File: src/rtl/ir_pipeline_fetch_pkg.sv
// Shared opcode constants and fetch FSM state type.
// The pipeline controller's decode imports this package too.
package ir_pipeline_fetch_pkg;

    // Opcode nibble IR[3:0]
    localparam logic [3:0] OP_NOP   = 4'b1010;
    localparam logic [3:0] OP_STOP  = 4'b0001;
    localparam logic [3:0] OP_LOAD  = 4'b0010;
    localparam logic [3:0] OP_STORE = 4'b0011;
    localparam logic [3:0] OP_BZ    = 4'b0100;
    localparam logic [3:0] OP_BNZ   = 4'b0101;
    localparam logic [3:0] OP_BPZ   = 4'b0110;
    localparam logic [3:0] OP_ORI   = 4'b0111;

    localparam logic [7:0] NOP_WORD = {4'b0000, OP_NOP};

    typedef enum logic [1:0] {
        FETCH_RUN,
        FETCH_DRAIN,
        FETCH_HALT
    } fetch_state_t;

    function automatic logic has_opcode(input logic [7:0] word, input logic [3:0] op);
        return word[3:0] == op;
    endfunction

endpackage

File: src/rtl/ir_stage_reg.sv
// One instruction-register stage: sync reset and NOP injection both load the bubble
// word; inject_nop wins over load.
module ir_stage_reg
    import ir_pipeline_fetch_pkg::*;
#(
    parameter logic [7:0] BUBBLE = NOP_WORD
) (
    input  logic       clock,
    input  logic       reset,
    input  logic       load,
    input  logic       inject_nop,
    input  logic [7:0] d,
    output logic [7:0] q
);

    // NOTE: state is written with <= so every stage samples its neighbour's pre-edge value.
    always_ff @(posedge clock) begin
        if (reset || inject_nop) begin
            q <= BUBBLE;
        end else if (load) begin
            q <= d;
        end
    end

endmodule

File: src/rtl/ir_pipeline_fetch.sv
// Fetch stage: PC, RUN/DRAIN/HALT sequencing, branch flush window and the
// IR1..IR4 shift chain with bubble insertion.
module ir_pipeline_fetch
    import ir_pipeline_fetch_pkg::*;
#(
    parameter int                  PC_WIDTH     = 8,
    parameter logic [PC_WIDTH-1:0] RESET_PC     = '0,
    parameter logic [7:0]          NOP_WORD     = ir_pipeline_fetch_pkg::NOP_WORD,
    parameter logic [3:0]          STOP_OP      = OP_STOP,
    parameter int                  FLUSH_CYCLES = 2
) (
    input  logic                clock,
    input  logic                reset,
    input  logic [7:0]          InstrIn,
    input  logic                InstrValid,
    input  logic                StallIn,
    input  logic                BranchTaken,
    input  logic [PC_WIDTH-1:0] BranchTarget,
    output logic [PC_WIDTH-1:0] PCOut,
    output logic                FetchReq,
    output logic [7:0]          IR1Out,
    output logic [7:0]          IR2Out,
    output logic [7:0]          IR3Out,
    output logic [7:0]          IR4Out,
    output logic                branching,
    output logic                Halted
);

    localparam int CNT_W = (FLUSH_CYCLES < 1) ? 1 : $clog2(FLUSH_CYCLES + 1);

    fetch_state_t        state, state_next;
    logic [PC_WIDTH-1:0] pc;
    logic [CNT_W-1:0]    flush_cnt;

    logic active, do_branch, do_stall, do_shift, accept;
    logic ir1_load, ir1_nop, ir2_load, ir2_nop, ir3_load, ir3_nop, ir4_load;

    // State register
    always_ff @(posedge clock) begin
        if (reset) begin
            state <= FETCH_RUN;
        end else begin
            state <= state_next;
        end
    end

    // Next-state: a taken branch in DRAIN kills the younger stop; the stop
    // sitting in IR3 during DRAIN is the one about to retire into IR4.
    always_comb begin
        state_next = state;
        unique case (state)
            FETCH_RUN:   if (accept && has_opcode(InstrIn, STOP_OP)) state_next = FETCH_DRAIN;
            FETCH_DRAIN: begin
                if (BranchTaken)                        state_next = FETCH_RUN;
                else if (has_opcode(IR3Out, STOP_OP))   state_next = FETCH_HALT;
            end
            FETCH_HALT:  state_next = FETCH_HALT;
            default:     state_next = FETCH_RUN;
        endcase
    end

    // Output / stage-control decode
    // NOTE: every signal gets a default before the branches so no latch is inferred.
    always_comb begin
        active    = (state != FETCH_HALT);
        do_branch = active && BranchTaken;
        do_stall  = active && !BranchTaken && StallIn;
        do_shift  = active && !BranchTaken && !StallIn;
        accept    = do_shift && (state == FETCH_RUN) && InstrValid;
        FetchReq  = (state == FETCH_RUN) && !StallIn;
        Halted    = (state == FETCH_HALT);

        ir1_load  = accept;
        ir1_nop   = do_branch || (do_shift && !accept);
        ir2_load  = do_shift;
        ir2_nop   = do_branch;
        ir3_load  = do_shift;
        ir3_nop   = do_branch || do_stall;
        ir4_load  = active;
    end

    always_ff @(posedge clock) begin
        if (reset) begin
            pc <= RESET_PC;
        end else if (do_branch) begin
            pc <= BranchTarget;
        end else if (accept) begin
            pc <= pc + PC_WIDTH'(1);
        end
    end

    always_ff @(posedge clock) begin
        if (reset) begin
            flush_cnt <= '0;
        end else if (do_branch) begin
            flush_cnt <= CNT_W'(FLUSH_CYCLES);
        end else if (active && flush_cnt != '0) begin
            flush_cnt <= flush_cnt - CNT_W'(1);
        end
    end

    assign PCOut     = pc;
    assign branching = (flush_cnt != '0);

    ir_stage_reg #(.BUBBLE(NOP_WORD)) u_ir1 (
        .clock(clock), .reset(reset), .load(ir1_load), .inject_nop(ir1_nop),
        .d(InstrIn), .q(IR1Out));
    ir_stage_reg #(.BUBBLE(NOP_WORD)) u_ir2 (
        .clock(clock), .reset(reset), .load(ir2_load), .inject_nop(ir2_nop),
        .d(IR1Out), .q(IR2Out));
    ir_stage_reg #(.BUBBLE(NOP_WORD)) u_ir3 (
        .clock(clock), .reset(reset), .load(ir3_load), .inject_nop(ir3_nop),
        .d(IR2Out), .q(IR3Out));
    ir_stage_reg #(.BUBBLE(NOP_WORD)) u_ir4 (
        .clock(clock), .reset(reset), .load(ir4_load), .inject_nop(1'b0),
        .d(IR3Out), .q(IR4Out));

endmodule

File: config.mk
export PLATFORM = sky130hd
export DESIGN_NAME = ir_pipeline_fetch
export DESIGN_NICKNAME = d
export VERILOG_FILES = /design/src/rtl/ir_pipeline_fetch_pkg.sv /design/src/rtl/ir_stage_reg.sv /design/src/rtl/ir_pipeline_fetch.sv
export SDC_FILE = /design/constraint.sdc
export NUM_CORES = 1
export LEC_CHECK = 0
export ABC_AREA = 1
export BUFFER_PORTS_ARGS = -buffer_cell sky130_fd_sc_hd__buf_4
export CORE_UTILIZATION = 25
export DETAILED_ROUTE_END_ITERATION = 8
export PLACE_DENSITY = 0.43
export SYNTH_ARGS = -nofsm -noshare
export SYNTH_HDL_FRONTEND = slang
export SYNTH_HIERARCHICAL = 1
export SYNTH_SLANG_ARGS = --single-unit
File: constraint.sdc
create_clock -name clock -period 3.15 [get_ports clock]
set_input_delay 0.4725 -clock clock [delete_from_list [all_inputs] [get_ports clock]]
set_output_delay 0.4725 -clock clock [all_outputs]
set_load 0.02 [all_outputs]
==> impl_metrics.yaml, run 1 <==
placement:
  port_buffers: 63
  total_half_perimeter_wirelength_after_legalization_and_detailed_placement_um: 3750
  place.detailed.instances: 475
  gpl.final_weighted_congestion: 0.752
drt:
  detail_route.first_pass.iterations: 4
  wirelength_routed_um: 5090
  routedWlPerCell_um: 10.5
  detailedRoute.firstIterationViolations: 79
  dr_total_vias: 1973
  drt-vias-per-instance: 4.08
  drcViolationCount: 0
  route.antenna.remaining_nets: 0
setup_path:
  worst_ep_arrival_time_ns: 1.97
  data_required_time_of_the_critical_path_ns: 3.38
  critPathMaxFanout: 31
  crit_path_start_kind: "flop"
  crit_path_end_kind: "flop"
  worstSetupPathType: "reg -> reg"
  reg2regPathDepth: 9
synthesis:
  yosys_warnings: 6
  netlist_area_um2: 2080
  syn_nets: 337
  postSynthCellCount: 314
  yosysSeqAreaShare_pct: 42.4
  yosys.cell_types.count: 24
  syn_avg_cell_area_um2: 6.61
  synth.ff_latch_count: 44
layout:
  final_core_utilization_pct: 34.6
  layout.area.seq_um2: 881
  synthToLayoutAreaGrowth_pct: 31.4
  final-instance-count-excl-fill: 483
  multiInputGateArea_um2: 961
  share_of_final_layout_standard_cells_stronger_than_drive_strength_1_pct: 23.6
  nNetsFinal: 403
  num-fill-cells: 872
  antenna_diodes: 0
clock_network:
  cts_inserted_buffers: 5
  cts_root_buf: "sky130_fd_sc_hd__clkbuf_8"
  htreeDepth: 2
  post_cts_resize_count: 0
  cts_tree: "done"
  cts.path.max_buffers: 2
  clock-sinks: 44
  cts_setup_buffers: 0
  clock_pin_slew_of_the_registers_on_the_worst_case_setup_and_hold_paths_ns: 0.09
  holdBufCountCts: 0
  worstSkewPairLatency_ns: 0.30
global_route:
  maximum_number_of_pins_on_one_net_before_global_route_repair: 32
  grtUsageTotal_pct: 12.3
  grt_antenna_before_repair: 0
  global_route.overflow_total: 0
  first_pass_grt_wire_length_um: 8520
  grt_pass1_vias: 1784
floorplanning:
  dieHeight_um: 93.2
  floorplan.initialDensity_pct: 26.3
  die-area_um2: 8680
  core_area_um2: 7890
  num_rows: 32
  ioPinCount: 64
  die_width_um: 93.2
pwr:
  p_sw_uw: 321
  power.share.sequential_pct: 51.7
  max-vdd-ir-drop_uv: 146
  power.switching_fraction_pct: 28.2
  power-per-cell-area_nw_per_um2: 418
  p_leak_nw: 1.31
  total_power_mw: 1.14
  power.share.combinational_pct: 14.4
  power.internal_uw: 819
  pwr-share-clk_pct: 33.9
sta:
  max_freq_mhz: 576
  grt_setup_unrepaired: "no"
  finalCritPeriodShare_pct: 55.1
  timing.setup.tns_ns: 0
  worst_clock_skew_ns: 0.0113
  timing_hold_violations_final: 0
  fin_worst_hold_slack_ns: 0.404
  final_max_slew_viol_count: 0
  final_period_minus_worst_setup_slack_ns: 1.74
  setup_viol: 0
outcome:
  result_of_the_run: "finished, final reports clean"
flow_run:
  cap_violations: 0
hold_path:
  holdPathStages: 3
  hp-class: "in -> reg"
-- cells by family (layout without fill, tap and decap cells) --
family | Yosys count | count (layout) | share of synthesized area [%]
and+or+nand+nor | 194 | 194 | 39.0
buffers and inverters | 52 | 119 | 11.4
DFF | 44 | 44 | 42.4
AOI/OAI and AO/OA | 20 | 20 | 5.30
adders and majority gates | 2 | 2 | 1.20
other | 1 | 1 | 0.181
xor gates and xnor gates | 1 | 1 | 0.422
-- per-layer routing --
metal | up-vias | share of wire (%) | GRT usage [%]
li1 | 1082 | - | -
met1 | 853 | 52 | 16.8
met2 | 36 | 44 | 19.1
met3 | 2 | 3.7 | 2.93
met4 | 0 | 0.49 | 3.85
met5 | - | 0 | 0
-- worst max-delay path, cell delays in order (launching register included) --
cell and delay [ns]:
sky130_fd_sc_hd__dfxtp_1 0.43, sky130_fd_sc_hd__nand2_4 0.19, sky130_fd_sc_hd__inv_1 0.15, sky130_fd_sc_hd__nor2_2 0.04, sky130_fd_sc_hd__buf_4 0.22, sky130_fd_sc_hd__nand2_1 0.09
sky130_fd_sc_hd__nand2_1 0.06, sky130_fd_sc_hd__nor2_2 0.30, sky130_fd_sc_hd__nand2_1 0.09, sky130_fd_sc_hd__nor2_1 0.09
-- power groups by stage --
stage          Combinational [mW]  Sequential (mW)  Clock [mW]
2_1_floorplan              0.0849            0.616           0
3_3_place_gp                0.165            0.603           0
3_5_place_dp                0.166            0.602           0
4_1_cts                     0.166            0.590       0.406
5_1_grt                     0.186            0.593       0.428
6_report                    0.164            0.589       0.387
-- metrics by stage --
stage,instance area (um2),setup WS (ns)
floorplan,2080,1.48
global placement,2630,1.44
detailed placement,2630,1.40
CTS,2730,1.36
global route,2730,1.14
finish,2730,1.41
-- path summary, 6_finish.rpt --
check	from	to	slack (ns)
worst min register to register	flush_cnt[0]	flush_cnt[0]	0.46
worst max register to register	state[1]	u_ir1/q[2]	1.41
worst max-delay path	state[1]	u_ir1/q[2]	1.41
worst min-delay path	InstrIn[3]	u_ir1/q[3]	0.40
-- final cells by class --
type	instances	share of cell area (%)
clock inverters	2	0.550
multi-input cells	218	35.2
repair buffers	64	17.6
clock buffers	6	3.03
well taps	102	4.68
flip-flops and latches	44	32.3
inverters	47	6.65
-- sequential cells by signal (all words and copies together), names as in the netlist --
register / cells
state: 2
flush_cnt: 2
u_ir4/q: 8
u_ir3/q: 8
u_ir2/q: 8
PCOut: 8
u_ir1/q: 8
-- synth_stat cells (all sizes together) --
master,count,area share (%)
o21ai,9,2.2
nand3,20,5.1
nor2,71,14
nand4,2,0.60
o21bai,2,0.72
nand2,99,19
nor3,2,0.48
a21oi,6,1.4
buf,5,2.7
a31oi,2,0.60
inv,46,8.3
dfxtp,44,42
ha,2,1.2
conb,1,0.18
a211oi,1,0.36
xor2,1,0.42
clkinv,1,0.42
-- cells in the final DEF (no fill, tap or decap), types with 5 or more instances in the layout --
master                     count
sky130_fd_sc_hd__a21oi_1       6
sky130_fd_sc_hd__buf_4        64
sky130_fd_sc_hd__inv_2         5
sky130_fd_sc_hd__dfxtp_1      44
sky130_fd_sc_hd__nand2_1      96
sky130_fd_sc_hd__clkbuf_8      6
sky130_fd_sc_hd__nand3_1      19
sky130_fd_sc_hd__nor2_1       63
sky130_fd_sc_hd__inv_1        41
sky130_fd_sc_hd__o21ai_0       8
sky130_fd_sc_hd__nor2_2        6
No activity file was read; power rests on OpenSTA's default activity.
==> run 2, diff against run 1 <==
Clock period 3.15 ns to 1.78 ns, I/O delays scaled along.
==> run 2 against run 1 <==
Design area rose by 0.18%. Non-clock buffer count rose by 2. Sequential power rose by 77%. Total power rose by 73%. Clock power rose by 64%. Global-route usage rose by 0.056 points. Critical path type is now reg -> out.
==> impl_metrics.yaml, run 2 (synthesized netlist as in run 1, its figures left out) <==
global_route:
  global_route.usage.met2_pct: 18.0
  global_route.overflow_total: 0
  grt_pass1_vias: 1761
  global_route.peak_usage_layer: "met2"
  global_route.usage.met1_pct: 17.3
  maximum_number_of_pins_on_one_net_before_global_route_repair: 31
  grt_antenna_before_repair: 0
  first_pass_grt_wire_length_um: 8380
  grtUsageTotal_pct: 12.4
  use_met3_pct: 2.93
sta:
  final_period_minus_worst_setup_slack_ns: 1.54
  final_max_slew_viol_count: 0
  fin_worst_hold_slack_ns: 0.195
  grt_setup_unrepaired: "no"
  timing.setup.tns_ns: 0
  setup_viol: 0
  timing_hold_violations_final: 0
  layout_setup_ws_ns: 0.238
  max_freq_mhz: 648
  worst_clock_skew_ns: 0.00644
  finalCritPeriodShare_pct: 86.6
layout:
  nNetsFinal: 405
  synthToLayoutAreaGrowth_pct: 31.6
  final_cell_area_um2: 2730
  most_frequent_standard_cell_in_the_layout_excluding_fill_and_tap_cells: "sky130_fd_sc_hd__nand2_1"
  share_of_final_layout_standard_cells_stronger_than_drive_strength_1_pct: 24.0
  final-instance-count-excl-fill: 485
  antenna_diodes: 0
  final_core_utilization_pct: 34.7
  layout_common_cells: "96 x sky130_fd_sc_hd__nand2_1, 66 x sky130_fd_sc_hd__buf_4, 63 x sky130_fd_sc_hd__nor2_1, 44 x sky130_fd_sc_hd__dfxtp_1, 41 x sky130_fd_sc_hd__inv_1"
clock_network:
  worstSkewPairLatency_ns: 0.30
  post_cts_resize_count: 0
  cts_tree: "done"
  htreeDepth: 2
  cts_root_buf: "sky130_fd_sc_hd__clkbuf_8"
  cts.path.max_buffers: 2
  clock-sinks: 44
  clock_pin_slew_of_the_registers_on_the_worst_case_setup_and_hold_paths_ns: 0.09
  cts_inserted_buffers: 5
  cts_setup_buffers: 0
  holdBufCountCts: 0
pwr:
  p_leak_nw: 1.32
  max-vdd-ir-drop_uv: 257
  total_power_mw: 1.97
  power-per-cell-area_nw_per_um2: 721
outcome:
  result_of_the_run: "finished, final reports clean"
placement:
  port_buffers: 63
  dp_slack_ns: 0.252
  place.detailed.instances: 477
  placed_area_um2: 2650
  gpl.final_weighted_congestion: 0.742
  total_half_perimeter_wirelength_after_legalization_and_detailed_placement_um: 3790
drt:
  route.antenna.remaining_nets: 0
  drt-vias-per-instance: 4.13
  detailedRoute.firstIterationViolations: 53
  wirelength_routed_um: 5080
  drcViolationCount: 0
  dr_total_vias: 2003
  detail_route.first_pass.iterations: 4
  routedWlPerCell_um: 10.5
floorplanning:
  dieHeight_um: 93.2
  num_rows: 32
  floorplan.initialDensity_pct: 26.3
  die-area_um2: 8680
  core_area_um2: 7890
  ioPinCount: 64
  die_width_um: 93.2
flow_run:
  cap_violations: 0
setup_path:
  crit_path_start_kind: "flop"
  worst_ep_arrival_time_ns: 1.28
  regToRegStartpoint: "state[1]"
  data_required_time_of_the_critical_path_ns: 1.51
  crit_path_end_kind: "output port"
  crit-reg2reg-capture: "u_ir2/q[2]"
  rrSetupSlack_ns: 0.27
  critPathMaxFanout: 20
  worstSetupPathType: "reg -> out"
  reg2regPathDepth: 6
hold_path:
  hp-class: "in -> reg"
  holdPathStages: 3
  end_point_of_the_worst_hold_path: "u_ir1/q[3]"
  start_point_of_the_worst_hold_path: "InstrIn[3]"
-- run 2: worst max path at each step --
stage	slack, ns	from	end	depth (start not counted)
4_1_cts	0.21	state[0]	Halted	4
3_3_place_gp	0.28	state[1]	u_ir1/q[1]	5
6_report	0.24	state[0]	Halted	4
5_1_grt	0.08	state[1]	u_ir1/q[5]	6
3_5_place_dp	0.25	state[1]	u_ir1/q[1]	5
2_1_floorplan	0.11	state[0]	u_ir3/q[1]	8
-- run 2: worst max-delay path, cell delays in order, from the launching register on --
cell and delay, ns:
sky130_fd_sc_hd__dfxtp_1 0.40, sky130_fd_sc_hd__inv_1 0.09, sky130_fd_sc_hd__nand2_4 0.19, sky130_fd_sc_hd__inv_1 0.12
sky130_fd_sc_hd__buf_4 0.17
-- run 2: metal layers --
metal	wire, um	vias up	share of wire [%]
li1	-	1086	-
met1	2610	873	51
met2	2170	39	43
met3	230	5	4.5
met4	61	0	1.2
met5	0	-	0
-- run 2: layout make-up --
type | count | area (um2)
clock buffers | 5 | 68.8
clock inverters | 3 | 18.8
fillers | 902 | 5150
inverters | 47 | 181
multi-input cells | 218 | 961
flip-flops and latches | 44 | 881
well taps | 102 | 128
repair buffers | 66 | 495
-- run 2: report_power, final --
| group | switching, mW | total, mW | internal [mW] |
|---|---|---|---|
| Sequential | 0.0303 | 1.04 | 1.01 |
| Clock | 0.362 | 0.636 | 0.274 |
| Combinational | 0.168 | 0.290 | 0.123 |
| Total | 0.560 | 1.97 | 1.41 |
==> run 3, diff against run 2 <==
Settings changed: CORE_MARGIN from default to 10.
==> run 3 against run 2 <==
Final cell count rose by 0.82%. Design area rose by 0.78%. Sequential share of layout area shrank 0.25 points. Register-to-register slack improved by 0.13 ns. Die area up 42%. Combinational power is essentially flat. Setup slack improved by 0.15 ns. Clock skew decreased by 0.0030 ns. Sequential cell count is the same. Highest routed layer unchanged. Clock-buffer cell count up 1.
==> impl_metrics.yaml, run 3 (synthesized netlist as in run 1, its figures left out) <==
global_route:
  grt_pass1_vias: 1954
  grtUsageTotal_pct: 9.24
  first_pass_grt_wire_length_um: 9710
  grt_antenna_before_repair: 0
  global_route.overflow_total: 0
  maximum_number_of_pins_on_one_net_before_global_route_repair: 31
flow_run:
  cap_violations: 0
layout:
  synthToLayoutAreaGrowth_pct: 32.7
  layout_common_cells: "96 x sky130_fd_sc_hd__nand2_1, 67 x sky130_fd_sc_hd__buf_4, 63 x sky130_fd_sc_hd__nor2_1, 44 x sky130_fd_sc_hd__dfxtp_1, 41 x sky130_fd_sc_hd__inv_1"
  most_frequent_standard_cell_in_the_layout_excluding_fill_and_tap_cells: "sky130_fd_sc_hd__nand2_1"
  final_cell_area_um2: 2760
  antenna_diodes: 0
  final-instance-count-excl-fill: 489
  nNetsFinal: 406
  share_of_final_layout_standard_cells_stronger_than_drive_strength_1_pct: 24.2
pwr:
  p_leak_nw: 1.32
  pwr-share-clk_pct: 33.3
  power.share.sequential_pct: 52.1
  power.switching_fraction_pct: 27.5
  power.internal_mw: 1.45
  power-per-cell-area_nw_per_um2: 726
  p_sw_uw: 550
  max-vdd-ir-drop_uv: 247
  total_power_mw: 2.00
  power.share.combinational_pct: 14.6
sta:
  final_period_minus_worst_setup_slack_ns: 1.39
  timing_hold_violations_final: 0
  max_freq_mhz: 719
  timing.setup.tns_ns: 0
  grt_setup_unrepaired: "no"
  finalCritPeriodShare_pct: 78.1
  setup_viol: 0
  layout_setup_ws_ns: 0.390
  final_max_slew_viol_count: 0
  worst_clock_skew_ns: 0.00344
clock_network:
  cts.path.max_buffers: 2
  holdBufCountCts: 0
  cts_setup_buffers: 0
  htreeDepth: 2
  cts_root_buf: "sky130_fd_sc_hd__clkbuf_8"
  worstSkewPairLatency_ns: 0.29
  clock_pin_slew_of_the_registers_on_the_worst_case_setup_and_hold_paths_ns: 0.09
  clock-sinks: 44
  cts_inserted_buffers: 5
  post_cts_resize_count: 0
  cts_tree: "done"
setup_path:
  crit_path_end_kind: "output port"
  data_required_time_of_the_critical_path_ns: 1.51
  worst_ep_arrival_time_ns: 1.12
  reg2regPathDepth: 8
  regToRegStartpoint: "state[0]"
  worstSetupEndpoint: "branching"
  crit_start: "flush_cnt[0]"
  critPathMaxFanout: 3
  worstSetupPathType: "reg -> out"
  rrSetupSlack_ns: 0.40
  crit-reg2reg-capture: "u_ir3/q[1]"
  crit_path_start_kind: "flop"
floorplanning:
  floorplan.initialDensity_pct: 25.5
  core_area_um2: 8130
  die-area_um2: 12400
  dieHeight_um: 111
  ioPinCount: 64
  num_rows: 33
  die_width_um: 111
outcome:
  result_of_the_run: "finished, final reports clean"
drt:
  dr_total_vias: 1951
  detail_route.first_pass.iterations: 4
  drcViolationCount: 0
  routedWlPerCell_um: 11.4
  drt-vias-per-instance: 3.99
  detailedRoute.firstIterationViolations: 98
  wirelength_routed_um: 5590
  route.antenna.remaining_nets: 0
hold_path:
  holdPathStages: 3
  hp-class: "in -> reg"
placement:
  total_half_perimeter_wirelength_after_legalization_and_detailed_placement_um: 4340
  gpl.final_weighted_congestion: 0.742
  dp_slack_ns: 0.390
  place.detailed.instances: 481
  placed_area_um2: 2660
  port_buffers: 63
run 3: metrics by stage:
stage | hold slack (ns) | utilization [%]
floorplan | 0.336 | -
global placement | 0.442 | 32.7
detailed placement | 0.429 | 32.7
CTS | 0.174 | 33.9
global route | 0.200 | 33.9
finish | 0.190 | 33.9
run 3: layer usage:
layer  global-route usage, %  vias up  routed length, um
met5                       0        -                  0
li1                        -     1087                  -
met4                    2.31        0                 44
met3                    3.68        4                373
met2                    14.0       45               2380
met1                    11.9      815               2790
run 3: power by group through the flow:
stage	Combinational, mW	Clock [mW]	Sequential, mW
6_report	0.292	0.665	1.04
5_1_grt	0.336	0.756	1.05
4_1_cts	0.299	0.715	1.04
3_5_place_dp	0.298	0	1.07
3_3_place_gp	0.297	0	1.07
2_1_floorplan	0.150	0	1.09
run 3: worst min path at each step:
stage / start / to
2_1_floorplan: reset / PCOut[7]
3_3_place_gp: flush_cnt[0] / flush_cnt[0]
3_5_place_dp: flush_cnt[0] / flush_cnt[0]
4_1_cts: InstrIn[3] / u_ir1/q[3]
5_1_grt: InstrIn[3] / u_ir1/q[3]
6_report: InstrIn[3] / u_ir1/q[3]
run 3: cell type report:
| class | count | area (um2) |
|---|---|---|
| Clock inverter | 2 | 15.0 |
| Sequential cell | 44 | 881 |
| Fill cell | 908 | 5380 |
| Tap cell | 105 | 131 |
| Timing Repair Buffer | 67 | 503 |
| Multi-Input combinational cell | 218 | 961 |
| Clock buffer | 6 | 82.6 |
| Inverter | 47 | 181 |
run 3: worst max-delay path, cell delays in order (launching register included):
cell and delay, ns:
sky130_fd_sc_hd__dfxtp_1 0.34, sky130_fd_sc_hd__inv_1 0.06, sky130_fd_sc_hd__ha_1 0.18, sky130_fd_sc_hd__inv_1 0.10, sky130_fd_sc_hd__buf_4 0.15
